<file path="config.mk">
export PLATFORM = sky130hd
export DESIGN_NAME = dmem_arbiter
export DESIGN_NICKNAME = d
export VERILOG_FILES = /design/src/rtl/dmem_arb_pkg.sv /design/src/rtl/dmem_arbiter_picker.sv /design/src/rtl/dmem_arbiter.sv
export SDC_FILE = /design/constraint.sdc
export NUM_CORES = 1
export LEC_CHECK = 0
export CAP_MARGIN = 20
export CORE_AREA = 2 2 127 104
export CTS_CLUSTER_SIZE = 20
export DETAILED_ROUTE_END_ITERATION = 8
export DIE_AREA = 0 0 129 106
export HOLD_SLACK_MARGIN = 0.02
export PLACE_DENSITY = 0.79
export SYNTH_ARGS = -nofsm -noshare
export SYNTH_HDL_FRONTEND = slang
export SYNTH_HIERARCHICAL = 1
export SYNTH_SLANG_ARGS = --single-unit
</file>
<file path="constraint.sdc">
create_clock -name clk -period 2 [get_ports clk]
set_clock_uncertainty 0.2 [all_clocks]
set_input_delay 0.3 -clock clk [delete_from_list [all_inputs] [get_ports clk]]
set_output_delay 0.3 -clock clk [all_outputs]
set_load 0.05 [all_outputs]
</file>
<file path="src/rtl/dmem_arb_pkg.sv">
// dmem_arbiter shared types: FSM state, AddrMode codes, index width helper.
// Build option DMEM_ARB_ROUND_ROBIN_EN selects round-robin grant order.
package dmem_arb_pkg;

  typedef enum logic [1:0] {
    IDLE,
    ISSUE,
    WAIT,
    RESP
  } state_t;

  localparam int ADDRMODE_W = 3;

  localparam logic [ADDRMODE_W-1:0] AM_LB  = 3'b000;
  localparam logic [ADDRMODE_W-1:0] AM_LH  = 3'b001;
  localparam logic [ADDRMODE_W-1:0] AM_LW  = 3'b010;
  localparam logic [ADDRMODE_W-1:0] AM_LBU = 3'b100;
  localparam logic [ADDRMODE_W-1:0] AM_LHU = 3'b101;

  function automatic int idx_w(input int n);
    return (n > 1) ? $clog2(n) : 1;
  endfunction

endpackage

</file>
<file path="src/rtl/dmem_arbiter_picker.sv">
// arb_picker: combinational grant select for dmem_arbiter.
// DMEM_ARB_ROUND_ROBIN_EN: round-robin from last+1; else lowest index wins.
module arb_picker
  import dmem_arb_pkg::*;
#(
  parameter int N  = 2,
  parameter int IW = 1
) (
  input  logic [N-1:0]  req,
  input  logic [IW-1:0] last,
  output logic [N-1:0]  gnt,
  output logic [IW-1:0] idx,
  output logic          any
);

`ifdef DMEM_ARB_ROUND_ROBIN_EN
  int          j;
  logic [IW-1:0] jj;

  always_comb begin
    gnt = '0;
    idx = '0;
    any = 1'b0;
    j   = 0;
    jj  = '0;
    for (int i = 1; i <= N; i++) begin
      j  = (int'(last) + i) % N;
      jj = IW'(j);
      if (!any && req[jj]) begin
        gnt[jj] = 1'b1;
        idx     = jj;
        any     = 1'b1;
      end
    end
  end
`else
  logic unused_last;
  assign unused_last = ^last;

  always_comb begin
    gnt = '0;
    idx = '0;
    any = 1'b0;
    for (int i = 0; i < N; i++) begin
      if (!any && req[i]) begin
        gnt[i] = 1'b1;
        idx    = IW'(i);
        any    = 1'b1;
      end
    end
  end
`endif

endmodule

</file>
<file path="src/rtl/dmem_arbiter.sv">
// dmem_arbiter: shares one single-ported data memory among NUM_REQ requesters.
// Grant order set by DMEM_ARB_ROUND_ROBIN_EN (round-robin) or fixed priority.
module dmem_arbiter
  import dmem_arb_pkg::*;
#(
  parameter int NUM_REQ     = 2,
  parameter int ADDR_WIDTH  = 32,
  parameter int DATA_WIDTH  = 32,
  parameter int MEM_LATENCY = 1
) (
  input  logic                                  clk,
  input  logic                                  rst,
  input  logic [NUM_REQ-1:0]                    req_valid,
  output logic [NUM_REQ-1:0]                    req_ready,
  input  logic [NUM_REQ-1:0]                    req_we,
  input  logic [NUM_REQ-1:0][ADDRMODE_W-1:0]    req_addrmode,
  input  logic [NUM_REQ-1:0][ADDR_WIDTH-1:0]    req_addr,
  input  logic [NUM_REQ-1:0][DATA_WIDTH-1:0]    req_wdata,
  output logic [NUM_REQ-1:0]                    rsp_valid,
  output logic [DATA_WIDTH-1:0]                 rsp_rdata,
  output logic                                  mem_req,
  output logic                                  mem_we,
  output logic [ADDRMODE_W-1:0]                 mem_addrmode,
  output logic [ADDR_WIDTH-1:0]                 mem_addr,
  output logic [DATA_WIDTH-1:0]                 mem_wdata,
  input  logic [DATA_WIDTH-1:0]                 mem_rdata
);

  localparam int IW = idx_w(NUM_REQ);
  localparam int CW = $clog2(MEM_LATENCY + 1);

  state_t              state;
  logic [IW-1:0]       last_grant;
  logic [NUM_REQ-1:0]  gnt_q;
  logic [CW-1:0]       cnt;

  logic [NUM_REQ-1:0]  pick_oh;
  logic [IW-1:0]       pick_idx;
  logic                pick_any;
  logic                open;
  logic                accept;

  arb_picker #(
    .N  (NUM_REQ),
    .IW (IW)
  ) u_pick (
    .req  (req_valid),
    .last (last_grant),
    .gnt  (pick_oh),
    .idx  (pick_idx),
    .any  (pick_any)
  );

  // Requests are only looked at in IDLE and RESP; RESP allows back-to-back.
  assign open      = (state == IDLE) || (state == RESP);
  assign accept    = open && pick_any;
  assign req_ready = open ? pick_oh : '0;

  always_ff @(posedge clk) begin
    if (rst) begin
      state        <= IDLE;
      last_grant   <= IW'(NUM_REQ - 1);
      gnt_q        <= '0;
      cnt          <= '0;
      rsp_valid    <= '0;
      rsp_rdata    <= '0;
      mem_req      <= 1'b0;
      mem_we       <= 1'b0;
      mem_addrmode <= '0;
      mem_addr     <= '0;
      mem_wdata    <= '0;
    end else begin
      mem_req   <= 1'b0;
      rsp_valid <= '0;
      unique case (state)
        IDLE, RESP: begin
          if (accept) begin
            state        <= ISSUE;
            mem_req      <= 1'b1;
            mem_we       <= req_we[pick_idx];
            mem_addrmode <= req_addrmode[pick_idx];
            mem_addr     <= req_addr[pick_idx];
            mem_wdata    <= req_wdata[pick_idx];
            gnt_q        <= pick_oh;
            last_grant   <= pick_idx;
          end else begin
            state <= IDLE;
          end
        end
        ISSUE: begin
          cnt   <= CW'(MEM_LATENCY);
          state <= WAIT;
        end
        WAIT: begin
          cnt <= cnt - 1'b1;
          if (cnt == CW'(1)) begin
            rsp_rdata <= mem_we ? '0 : mem_rdata;
            rsp_valid <= gnt_q;
            state     <= RESP;
          end
        end
        default: state <= IDLE;
      endcase
    end
  end

  for (genvar i = 0; i < NUM_REQ; i++) begin : g_hs
    a_hold: assert property (
      @(posedge clk) disable iff (rst)
      req_valid[i] && !req_ready[i] |=> req_valid[i]
    );
  end

endmodule

</file>
# Yosys cells after proc, flatten, opt, wreduce, memory -nomap -nowiden
# Index checks and enable logic that the tools add are counted.
[classes]
n_lt_le_gt_ge = 1
n_bitwise = 3
n_reduce_logical = 11
n_addsub = 1
div_mod_pow = 0
shift = 0
n_eq_ne = 4
n_mux = 18
n_mul = 0
[ops]
columns = ["operator", "n"]
rows = [
  ["$mux W32", 5],
  ["$mux W1", 7],
  ["$mux W3", 2],
  ["$pmux W2 S3", 1],
  ["$eq A2 B2 Y1 const B", 2],
  ["$mux W2", 2],
  ["$reduce_and A2 Y1", 2],
  ["$reduce_or A2 Y1", 2],
  ["$not A1 Y1", 3],
  ["$reduce_or A3 Y1", 1],
  ["$eq A2 B1 Y1 const B", 1],
  ["$logic_and A1 B1 Y1", 2],
  ["$logic_not A2 Y1", 1],
  ["$lt A1 B2 Y1 const B", 1],
  ["$ne A2 B2 Y1 const B", 1],
  ["$pmux W1 S2", 1],
  ["$reduce_bool A2 Y1", 1],
  ["$logic_not A1 Y1", 1],
  ["$logic_or A1 B1 Y1", 1],
  ["$sub A1 B1 Y1 const B", 1],
]
[word_totals]
out_inout_bits = 105
latchBits = 0
word_cells = 48
ramBits = 0
register_bits = 108
romBits = 0
in_bits = 172
memories = 0

# Logic depth before layout (Yosys ltp)
# Gate-level depths: netlist of the first run.
[logic_depth]
ltp_word = 7
mapped_depth = 8
ltp_nobuf = 4

# Modules after synthesis
# The synthesis of the first run kept the hierarchy.
[by_module_without_submodules]
columns = ["module", "cells_per_inst", "area_per_inst_um2", "instances"]
rows = [
  ["dmem_arbiter", 424, 4609.4, 1],
  ["arb_picker", 4, 27.5, 1],
]

# Worst setup path after synthesis of the first run
# Ideal clock, no wire load.
[synth_timing]
path_type = "register to output"
from = "register state[0]"
to = "output port req_ready[0]"
path_stages_with_launch = 7
arrival_time_ns = 1.526
slack_ns = -0.026
path_cell_list = "dfxtp_1 > inv_1 > ha_1 > buf_6 > buf_2 > buf_2 > and2_1"
[synth_between]
elab_chain_cells = 3
word_cells_on_any_way = 4
[synth_lines]
columns = ["item", "line", "text"]
rows = [
  ["from (decl)", "dmem_arbiter.sv:32", "state_t state;"],
  ["from (signal assigned)", "dmem_arbiter.sv:61", "state <= IDLE;"],
  ["from (signal assigned)", "dmem_arbiter.sv:78", "state <= ISSUE;"],
  ["from (signal assigned)", "dmem_arbiter.sv:87", "state <= IDLE;"],
  ["$eq A2 B2 Y1 / $logic_not A2 Y1 (equally long branches)", "dmem_arbiter.sv:55", "assign open = (state == IDLE) || (state == RESP);"],
  ["$logic_or A1 B1 Y1 (*)", "dmem_arbiter.sv:55", ""],
  ["$mux W2 (*)", "dmem_arbiter.sv:57", "assign req_ready = open ? pick_oh : '0;"],
  ["to (decl)", "dmem_arbiter.sv:14", "output logic [NUM_REQ-1:0] req_ready,"],
]
# Every way passes the cells marked *; elsewhere a longest branch is shown, timed or not.

# Final worst setup path of the first run
[layout_timing]
from = "register rsp_rdata[14]"
to = "output port rsp_rdata[14]"
[layout_lines]
columns = ["item", "line", "text"]
rows = [
  ["from (decl)", "dmem_arbiter.sv:20", "output logic [DATA_WIDTH-1:0] rsp_rdata,"],
  ["from (signal assigned)", "dmem_arbiter.sv:97", "rsp_rdata <= mem_we ? '0 : mem_rdata;"],
]
# No word-level cell between the ends.

==> out/metrics.yaml, run 1 <==
worst_hold_path:
  hp-class: "reg -> reg"
  holdPathStages: 1
  min_to: "rsp_rdata[31]"
  holdCritStartpoint: "rsp_rdata[31]"
floorplanning:
  io_pins: 277
  die_x_um: 129
  start_util: 0.367
  die_y_um: 106
  core-area_um2: 12500
  dieArea_um2: 13700
  num_rows: 37
power_and_ir_drop:
  powerDensity_nw_per_um2: 1420
  leakage_nw: 3.48
  finalPower_mw: 11.0
  peakVddDrop_mv: 0.773
setup_path:
  critPathSlowestCell: "clkdlybuf4s50_1"
  cp_max_fo: 2
  max_stage_delay_ns: 0.80
  r2r_slack_ns: 0.16
  path_cells: "clkdlybuf4s50_1"
  cp-end-kind: "output port"
  start_kind: "register"
  worst-endpoint-required_ns: 1.50
  crit_family: "buffers and inverters"
  cp.arrival_ns: 1.48
  crit-reg2reg-capture: "state[0]"
  worst-r2r-cell-count: 6
  critPathBufInv: 1
  critPathKind: "reg -> out"
  rr_startpoint: "state[0]"
cts:
  cts_sinks: 108
  cts.path.max_buffers: 2
  clk_pin_slew_ns: 0.07
  cts_tree: "done"
  clock_latency_ns: 0.34
  htreeDepth: 3
  cts_made_buffers: 9
  root_buffer: "clkbuf_16"
placement:
  pre_cts_ws_ns: -0.137
  portBuffers: 276
  dp_hpwl_um: 10400
  dpl.cell_count: 839
  placed_area_um2: 7430
  place.gp.congestion: 0.745
routing:
  post_drt_wl_per_cell_um: 16.6
  vias: 4355
  drt_wl_total_um: 14200
  initialDrtViolationCount: 169
  antenna_left: 0
  drc: 0
  drt_first_pass_iters: 4
  drt-vias-per-instance: 5.08
flow_run:
  cap_violations: 0
sta:
  min_period_ns: 1.98
  hold_slack_ns: 0.272
  setup_viol: 0
  setup_ws_ns: 0.0165
  max_freq_mhz: 504
  finalHoldViolations: 0
  worstMarginPinSlew_ns: 0.538
  max-slew-margin-rel: 0.641
  fin_crit_sh: 0.992
  slew_violations: 0
  tns_ns: 0
grt:
  grt_pass1_wl_um: 21800
  antenna_found_initial: 0
  grt_use_total: 0.196
  grt-ovfl-total: 0
  grt_pass1_vias: 4382
  grt_max_degree: 53
layout:
  fin_cells: 858
  final_util: 0.619
  antenna_cells: 0
  finalInstanceArea_um2: 7770
  nets: 852
  layout-drive-gt1-share: 0.157
  areaGrowthSynthToFinish_pct: 68.9
outcome:
  status: "finished, final reports clean"
synth:
  syn_area_um2: 4600
  ys_warn_count: 6
  synthCells: 425
  syn_nets: 599
  syn_area_per_cell_um2: 10.8
-- worst max-delay path by stage --
| stage | startpoint | to | slack [ns] | cells after the start |
|---|---|---|---|---|
| after floorplan | state[0] | req_ready[0] | 0.11 | 6 |
| after global placement | req_valid[0] | mem_wdata[21] | -0.08 | 5 |
| after detailed placement | req_valid[0] | mem_addr[22] | -0.14 | 5 |
| after CTS | mem_addr[19] | mem_addr[19] | 0.00004 | 1 |
| after global routing | rsp_rdata[14] | rsp_rdata[14] | -0.02 | 1 |
| final | rsp_rdata[14] | rsp_rdata[14] | 0.02 | 1 |
-- routing by layer --
metal / routed length, um / vias to the layer above / part of all wire / global-route usage
met2: 7140 / 178 / 0.50 / 0.351
li1: - / 2113 / - / -
met3: 951 / 15 / 0.067 / 0.0589
met5: 0 / - / 0 / 0
met4: 225 / 0 / 0.016 / 0.0528
met1: 5880 / 2049 / 0.41 / 0.227
-- cell usage in the layout, fill, tap and decap left out, types with 2 or more instances in the layout --
cell,n
buf_12,11
buf_4,50
nand2b_1,2
a21oi_1,70
inv_8,2
a211oi_1,49
nand2_1,2
and2_2,2
dlygate4sd2_1,36
dfxtp_1,108
nand3_1,2
clkbuf_16,9
a21bo_2,2
clkinvlp_4,2
clkdlybuf4s50_1,171
mux2i_1,68
a211oi_2,20
a22o_1,32
dlymetal6s2s_1,25
nor3b_1,4
-- sequential cells by signal, indices dropped and copies added, names as in the netlist --
| register | cells |
|---|---|
| cnt | 1 |
| mem_we | 1 |
| rsp_valid | 2 |
| mem_addr | 32 |
| gnt_q | 2 |
| mem_req | 1 |
| rsp_rdata | 32 |
| state | 2 |
| mem_wdata | 32 |
| mem_addrmode | 3 |
-- report_power, final --
part	switching, mW	internal [mW]
clock network	0.835	0.904
registers	0.353	2.78
logic	3.94	2.22
-- timing repair --
item	4_1_cts	5_1_grt
hold buffers	0	0
setup endpoints to repair	38	27
pin swaps	0	1
hold endpoints to repair	0	0
buffers inserted	0	3
resized for setup	37	25
gates cloned	0	0
-- area by class of cell --
type                            instances  area (um2)
Clock buffer                           10         239
Clock inverter                          6        55.1
Fill cell                            1027        4770
Inverter                                1        3.75
Multi-Input combinational cell        265        2160
Sequential cell                       108        2160
Tap cell                              175         219
Timing Repair Buffer                  293        2940
Power figures use the tool's default switching activity.
==> inputs of run 2 (changes only) <==
--- a/config.mk
+++ b/config.mk
@@ -10,6 +10,7 @@
 export CTS_CLUSTER_SIZE = 20
 export DETAILED_ROUTE_END_ITERATION = 8
 export DIE_AREA = 0 0 129 106
+export GPL_TIMING_DRIVEN = 0
 export HOLD_SLACK_MARGIN = 0.02
 export PLACE_DENSITY = 0.79
 export SYNTH_ARGS = -nofsm -noshare
==> out/metrics.yaml, run 2 (synthesized netlist as in run 1, its figures left out) <==
sta:
  min_period_ns: 1.97  # -0.0180 ns
  worstMarginPinSlew_ns: 0.562  # +0.0246 ns
  max-slew-margin-rel: 0.627  # -0.0143
  finalHoldViolations: 0  # unchanged
  setup_ws_ns: 0.0345  # +0.0180 ns
  setup_viol: 0  # unchanged
  fin_crit_sh: 0.983  # -0.00902
  max_freq_mhz: 509  # +0.92%
  rsz0062_at_grt: "no"
  slew_violations: 0  # unchanged
  hold_slack_ns: 0.278  # +0.00552 ns
layout:
  layout_commonest_cell: "clkdlybuf4s50_1"
  reg_top3: "mem_addr: 32 flops, mem_wdata: 32 flops, rsp_rdata: 32 flops"
  areaGrowthSynthToFinish_pct: 72.6
  final_util: 0.633  # +0.0136
  nets: 886  # +4.0%
  antenna_cells: 0  # unchanged
  layout-drive-gt1-share: 0.131  # -0.0256
  fillers: 1048  # +2.0%
  mostFrequentLayoutCells: "clkdlybuf4s50_1 (172), dfxtp_1 (106), a21oi_1 (71)"
setup_path:
  cp_max_fo: 1  # -1
  max_stage_delay_ns: 0.82  # +0.02 ns
  critPathKind: "reg -> out"
  cp.arrival_ns: 1.47  # about the same
  crit_family: "buffers and inverters"
  cp-end-kind: "output port"
  start_kind: "register"
  worst-endpoint-required_ns: 1.50  # about the same
  rr_startpoint: "state[0]"
  path_cells: "clkdlybuf4s50_1"
  critPathSlowestCell: "clkdlybuf4s50_1"
  cp-startpoint: "mem_req"
  critPathBufInv: 1  # unchanged
grt:
  grt_use_total: 0.208  # +0.0119
  grt_max_degree: 21  # -60%
  grt-ovfl-total: 0  # unchanged
  grt_pass1_vias: 4554  # +3.9%
  grt_pass1_wl_um: 23000  # +5.3%
  antenna_found_initial: 0  # unchanged
floorplanning:
  dieArea_um2: 13700  # unchanged
  io_pins: 277  # unchanged
  core-area_um2: 12500  # unchanged
  die_y_um: 106  # unchanged
  start_util: 0.367  # unchanged
  num_rows: 37  # unchanged
  die_x_um: 129  # unchanged
cts:
  clk_pin_slew_ns: 0.08  # about the same
  root_buffer: "clkbuf_16"
  clock_latency_ns: 0.34  # about the same
  cts_sinks: 108  # unchanged
  cts_tree: "done"
  htreeDepth: 3  # unchanged
  cts_made_buffers: 9  # unchanged
  cts.path.max_buffers: 2  # unchanged
flow_run:
  cap_violations: 0  # unchanged
placement:
  pre_cts_ws_ns: -0.757  # -0.620 ns
  dp_hpwl_um: 11600  # +12%
  place.gp.congestion: 0.793  # +6.5%
  portBuffers: 275  # -0.36%
routing:
  post_drt_wl_per_cell_um: 16.7  # +0.58%
  antenna_left: 0  # unchanged
  drt_first_pass_iters: 4  # unchanged
  drc: 0  # unchanged
  vias: 4473  # +2.7%
  drt-vias-per-instance: 5.01  # -1.2%
  initialDrtViolationCount: 154  # -8.9%
  drt_wl_total_um: 14900  # +4.6%
worst_hold_path:
  holdCritStartpoint: "rsp_rdata[16]"
  hp-class: "reg -> reg"
outcome:
  status: "finished, final reports clean"
power_and_ir_drop:
  leakage_nw: 3.73  # +7.1%
  finalPower_mw: 11.1  # +0.38%
  peakVddDrop_mv: 0.715  # -7.6%
  powerDensity_nw_per_um2: 1400  # -1.8%
-- run 2: layout make-up --
type                            count  area (um2)  area share
Buffer                             50         338      0.0425
Clock buffer                       10         239      0.0301
Clock inverter                      6        67.6     0.00851
Inverter                            1        3.75    0.000473
Multi-Input combinational cell    265        2140       0.269
Sequential cell                   108        2160       0.273
Tap cell                          175         219      0.0276
Timing Repair Buffer              277        2770       0.349
-- run 2: what timing repair did --
item / in CTS / in global routing
hold buffers: 0 / 0
pin swaps: 1 / 0
setup buffers: 2 / 0
endpoints found under the setup margin: 71 / 69
gates resized for setup: 95 / 44
-- run 2: per-layer routing --
layer	global-route usage	up-vias	wire length, um
li1	-	2176	-
met1	0.244	2074	6160
met2	0.369	194	7200
met3	0.0528	29	1120
met4	0.0683	0	374
met5	0	-	0
-- run 2: path summary, 6_finish.rpt --
kind | endpoint | slack [ns] | cells after the start
worst max-delay path | mem_req | 0.03 | 1
worst min-delay path | rsp_rdata[16] | 0.28 | 1
worst max register to register | mem_addr[12] | 0.07 | 9
worst min register to register | rsp_rdata[16] | 0.28 | 1
-- run 2: worst register-to-register path, stage by stage (launching register included) --
cell      delay, ns
dfxtp_2        0.34
inv_2          0.05
ha_4           0.26
buf_6          0.09
buf_4          0.18
and2_4         0.16
buf_6          0.11
buf_6          0.15
buf_6          0.18
a211oi_2       0.08
-- run 2: where the power goes --
group | switching, mW | internal [mW]
Combinational | 4.02 | 2.17
Clock | 0.854 | 0.915
Sequential | 0.342 | 2.79
-- run 2: metrics by stage --
stage	std cells	area (um2)	setup TNS [ns]
floorplan	425	4600	0
global placement	875	7580	-5.09
detailed placement	875	7580	-7.66
CTS	892	7850	0
global route	892	7940	0
finish	892	7940	0
==> inputs of run 3 (changes only) <==
--- a/config.mk
+++ b/config.mk
@@ -6,13 +6,14 @@
 export NUM_CORES = 1
 export LEC_CHECK = 0
 export CAP_MARGIN = 20
-export CORE_AREA = 2 2 127 104
+export CORE_AREA = 2 2 117 96
 export CTS_CLUSTER_SIZE = 20
 export DETAILED_ROUTE_END_ITERATION = 8
-export DIE_AREA = 0 0 129 106
+export DIE_AREA = 0 0 119 98
+export DONT_BUFFER_PORTS = 1
 export GPL_TIMING_DRIVEN = 0
 export HOLD_SLACK_MARGIN = 0.02
-export PLACE_DENSITY = 0.79
+export PLACE_DENSITY = 0.58
 export SYNTH_ARGS = -nofsm -noshare
 export SYNTH_HDL_FRONTEND = slang
 export SYNTH_HIERARCHICAL = 1
==> out/metrics.yaml, run 3 (synthesized netlist as in run 1, its figures left out) <==
outcome:
  status: "finished, final reports clean"
floorplanning:
  die_y_um: 98  # -7.5%
  core-area_um2: 10600  # -16%
  io_pins: 277  # unchanged
  die_x_um: 119  # -7.8%
  dieArea_um2: 11700  # -15%
  num_rows: 34  # -8.1%
  start_util: 0.434  # +0.0676
worst_hold_path:
  hp-class: "in -> reg"
  min_to: "mem_addr[18]"
  holdPathStages: 2  # +1
  holdCritStartpoint: "req_addr[18]"
setup_path:
  cp.arrival_ns: 1.42  # -0.05 ns
  worst-endpoint-required_ns: 1.50  # about the same
  crit-reg2reg-capture: "mem_addr[18]"
  r2r_slack_ns: 0.12  # +0.05 ns
  cp-end-kind: "output port"
  start_kind: "register"
  worst-r2r-cell-count: 9  # unchanged
  rr_startpoint: "state[0]"
  critPathKind: "reg -> out"
  cp_max_fo: 3  # +2
layout:
  reg_top3: "mem_addr: 32 flops, mem_wdata: 32 flops, rsp_rdata: 32 flops"
  areaGrowthSynthToFinish_pct: 35.0
  layout-drive-gt1-share: 0.167  # +0.0362
  finalInstanceArea_um2: 6210  # -22%
  antenna_cells: 0  # unchanged
  nets: 719  # -19%
  layout_commonest_cell: "dlygate4sd3_1"
  mostFrequentLayoutCells: "dlygate4sd3_1 (107), dfxtp_1 (106), a21oi_1 (71)"
power_and_ir_drop:
  p_int_mw: 5.09  # -13%
  p_clk_frac: 0.173  # +0.013
  combPwrFrac: 0.308  # -0.250
  p_switching_mw: 5.10  # -2.2%
  peakVddDrop_mv: 0.861  # +20%
  powerDensity_nw_per_um2: 1640  # +18%
  pwr-share-seq: 0.519  # +0.237
  leakage_nw: 2.35  # -37%
  swShare: 0.500  # +0.0298
cts:
  cts_tree: "done"
  clock_latency_ns: 0.34  # about the same
  root_buffer: "clkbuf_16"
  cts_made_buffers: 9  # unchanged
  htreeDepth: 3  # unchanged
  cts_sinks: 108  # unchanged
  cts.path.max_buffers: 2  # unchanged
  clk_pin_slew_ns: 0.08  # about the same
grt:
  antenna_found_initial: 0  # unchanged
  grt_pass1_wl_um: 21400  # -6.9%
  grt_pass1_vias: 4093  # -10%
  grt-ovfl-total: 0  # unchanged
  grt_max_degree: 21  # unchanged
  grt_use_total: 0.232  # +0.0239
routing:
  drt_first_pass_iters: 4  # unchanged
  antenna_left: 0  # unchanged
  drc: 0  # unchanged
  drt_wl_total_um: 13900  # -6.3%
  vias: 3955  # -12%
  drt-vias-per-instance: 5.70  # +14%
  post_drt_wl_per_cell_um: 20.0  # +20%
  initialDrtViolationCount: 148  # -3.9%
sta:
  min_period_ns: 1.92  # -0.0488 ns
  tns_ns: 0  # unchanged
  fin_crit_sh: 0.958  # -0.0244
  worstMarginPinSlew_ns: 0.588  # +0.0260 ns
  rsz0062_at_grt: "no"
  max-slew-margin-rel: 0.607  # -0.0194
  finalHoldViolations: 0  # unchanged
  max_freq_mhz: 522  # +2.5%
  setup_viol: 0  # unchanged
  slew_violations: 0  # unchanged
placement:
  portBuffers: 0  # -100%
  placed_area_um2: 4780  # -37%
  place.gp.congestion: 0.754  # -4.9%
  dp_hpwl_um: 9190  # -21%
flow_run:
  cap_violations: 0  # unchanged
[run 3: worst max-delay path by stage]
stage	end	cells after the start	slack, ns	from
after floorplan	req_ready[0]	6	0.11	state[0]
after detailed placement	req_ready[0]	6	-0.15	state[0]
after CTS	mem_addr[28]	9	-0.02	state[0]
after global routing	mem_addr[18]	9	0.01	state[0]
final	req_ready[0]	5	0.08	state[0]
after global placement	req_ready[0]	6	-0.13	state[0]
[run 3: power groups by stage]
| stage | Combinational, mW | Clock (mW) | Sequential, mW |
|---|---|---|---|
| global placement | 2.62 | 0 | 5.32 |
| CTS | 3.02 | 1.79 | 5.28 |
| global route | 3.43 | 1.89 | 5.36 |
| finish | 3.14 | 1.76 | 5.29 |
| floorplan | 2.19 | 0 | 5.14 |
| detailed placement | 2.72 | 0 | 5.32 |
[run 3: timing repair]
item | CTS | global route
gates resized for setup | 8 | 15
pin swaps | 3 | 1
setup endpoints to repair | 2 | 67
gates cloned | 0 | 0
hold endpoints to repair | 71 | 0
hold buffers | 107 | 0
setup buffers | 2 | 1
[run 3: worst max-delay path, cell delays in order (launching register included)]
cell     delay, ns
dfxtp_2       0.34
inv_2         0.05
ha_4          0.26
buf_6         0.10
buf_12        0.09
and2_4        0.23
[run 3: final cells by class]
type,instances,area [um2]
clock inverter,7,67.6
multi-input combinational,265,2130
buffer,50,342
timing repair buffer,110,1100
inverter,1,3.75
sequential,108,2160
tap,144,180
clock buffer,9,225
fill,867,4380
[run 3: stage by stage]
stage                     std cells  setup slack (ns)   util  power, mW  hold slack, ns
final                           694            0.0833  0.587       10.2          0.0131
after global routing            694            0.0110  0.587       10.7          0.0248
after CTS                       693           -0.0154  0.583       10.1          0.0201
after detailed placement        569            -0.153  0.452       8.04           0.229
after global placement          569            -0.129  0.452       7.94           0.227
after floorplan                 425             0.111      -       7.33           0.226
[run 3: routing by layer]
| metal | global-route usage | share of wire | wire length, um |
|---|---|---|---|
| met1 | 0.256 | 0.39 | 5450 |
| met2 | 0.416 | 0.51 | 7110 |
| met4 | 0.0815 | 0.021 | 299 |
| met3 | 0.0765 | 0.075 | 1040 |
| met5 | 0 | 0 | 0 |
==> RTL change: new RTL, flow settings as in run 1 <==
Set the parameter `MEM_LATENCY` to 2 (it was 1).
--- a/src/rtl/dmem_arbiter.sv
+++ b/src/rtl/dmem_arbiter.sv
@@ -7,5 +7,5 @@
   parameter int ADDR_WIDTH  = 32,
   parameter int DATA_WIDTH  = 32,
-  parameter int MEM_LATENCY = 1
+  parameter int MEM_LATENCY = 2
 ) (
   input  logic                                  clk,
Function: changed (Yosys sat finds a counterexample within 4 cycles, from zero or initial values and one cycle with rst high).
==> RTL change against run 1 <==
Wire length up 0.40%; highest routed layer unchanged; sequential cell count increased by 1; die area did not move; total power about the same; final area hardly changed; via count grew 1.4%; synthesized area is 1.6% lower; setup slack better by 0.013 ns.
==> RTL change: results (changes against run 1) <==
TritonCTS buffer count 9 (unchanged); gr usage total 0.201 (was 0.196); final core utilization 0.620 (was 0.619); status completed (unchanged); final RePlAce weighted congestion 0.767 (was 0.745); Detailed Routing Iterations Pass 1 4 (unchanged); Leak 3.51 nW (was 3.48 nW); Synth warnings 6 (unchanged); CP max stage delay 0.81 ns; Rel. slew slack 0.639 (was 0.641); Largest regs mem_addr (32), mem_wdata (32), rsp_rdata (32) (unchanged); CP max FO 2 (unchanged); Peak VDD IR 0.812 mV (was 0.773 mV); Hold Crit Class reg -> reg (unchanged); Worst EP arrival 1.47 ns; drt wl/cell 16.2 um (was 16.6 um); Fillers 1035 (was 1027); HPWL after detailed placement 10.7 mm (was 10.4 mm); Port Buffers 276 (unchanged); H-tree Lvls 3 (unchanged); 1st-iter DRT viols 214 (was 169); Clk Latency, worst-skew pair 0.33 ns; Reg clk slew, reported paths 0.07 ns (about the same); Max clock buf depth 2 (unchanged); cell family with most CP delay buffers and inverters (unchanged); Synth Instances 430 (was 425); placed cell areas 7430 sq um (about the same); antenna violations before repair 0 (unchanged); Worst path slowest cell clkdlybuf4s50_1 (unchanged); CTS root buffer clkbuf_16 (unchanged); Overflow after GRT 0 (unchanged); Fin Hold WS 0.277 ns (was 0.272 ns); ratio of cells with drive above 1 in the final layout 0.165 (was 0.157); Vias/cell 5.02 (was 5.08); largest net degree at the start of global routing 78 (was 53); placed cells 860 (was 839); post-layout net count 874 (was 852); vias in the first global route 4478 (was 4382); syn_nets 604 (was 599); first-pass GRT wire length 22.2 mm (was 21.8 mm); ANT cells 0 (unchanged); R2R setup slack 0.16 ns (about the same); final cell count without fillers 880 (was 858)
-- RTL change: power by group --
part           internal [W]  switching, W  leakage (nW)
Combinational       0.00225       0.00397          2.50
Clock              0.000841      0.000773         0.120
Sequential          0.00282      0.000371         0.897
-- RTL change: metal layers --
metal  vias up  wire (um)  GRT usage
met5         -          0          0
met3        19       1030     0.0549
met1      2064       5950      0.241
li1       2165          -          -
met4         0        206     0.0450
met2       170       7080      0.358
-- RTL change: cell type report --
class,instances,share of cell area
well taps,175,0.0282
clock inverters,6,0.00515
flip-flops and latches,109,0.281
inverters,2,0.000965
multi-input cells,268,0.267
repair buffers,310,0.389
clock buffers,10,0.0294
-- RTL change: worst register-to-register path: stages (launching register included) --
cell and delay (ns):
dfxtp_1 0.34, inv_1 0.07, ha_4 0.25, buf_4 0.16, buf_12 0.16, or3b_2 0.47, a21oi_1 0.13
-- RTL change: worst paths after layout --
| kind | start | depth (start not counted) | end |
|---|---|---|---|
| worst max register to register | state[0] | 6 | cnt[0] |
| worst max-delay path | mem_addr[28] | 1 | mem_addr[28] |
| worst min register to register | rsp_rdata[31] | 1 | rsp_rdata[31] |
| worst min-delay path | rsp_rdata[31] | 1 | rsp_rdata[31] |
-- RTL change: per-stage QoR --
step / setup WS [ns] / power, W
floorplan: 0.00431 / 0.00728
global placement: -0.0496 / 0.00929
detailed placement: -0.122 / 0.00942
CTS: 0.000106 / 0.0110
global route: 0.000704 / 0.0116
finish: 0.0297 / 0.0110
-- RTL change: what timing repair did --
action | 4_1_cts | 5_1_grt
buffers inserted | 0 | 4
pin swaps | 0 | 1
resized for setup | 21 | 25
setup endpoints to repair | 22 | 27
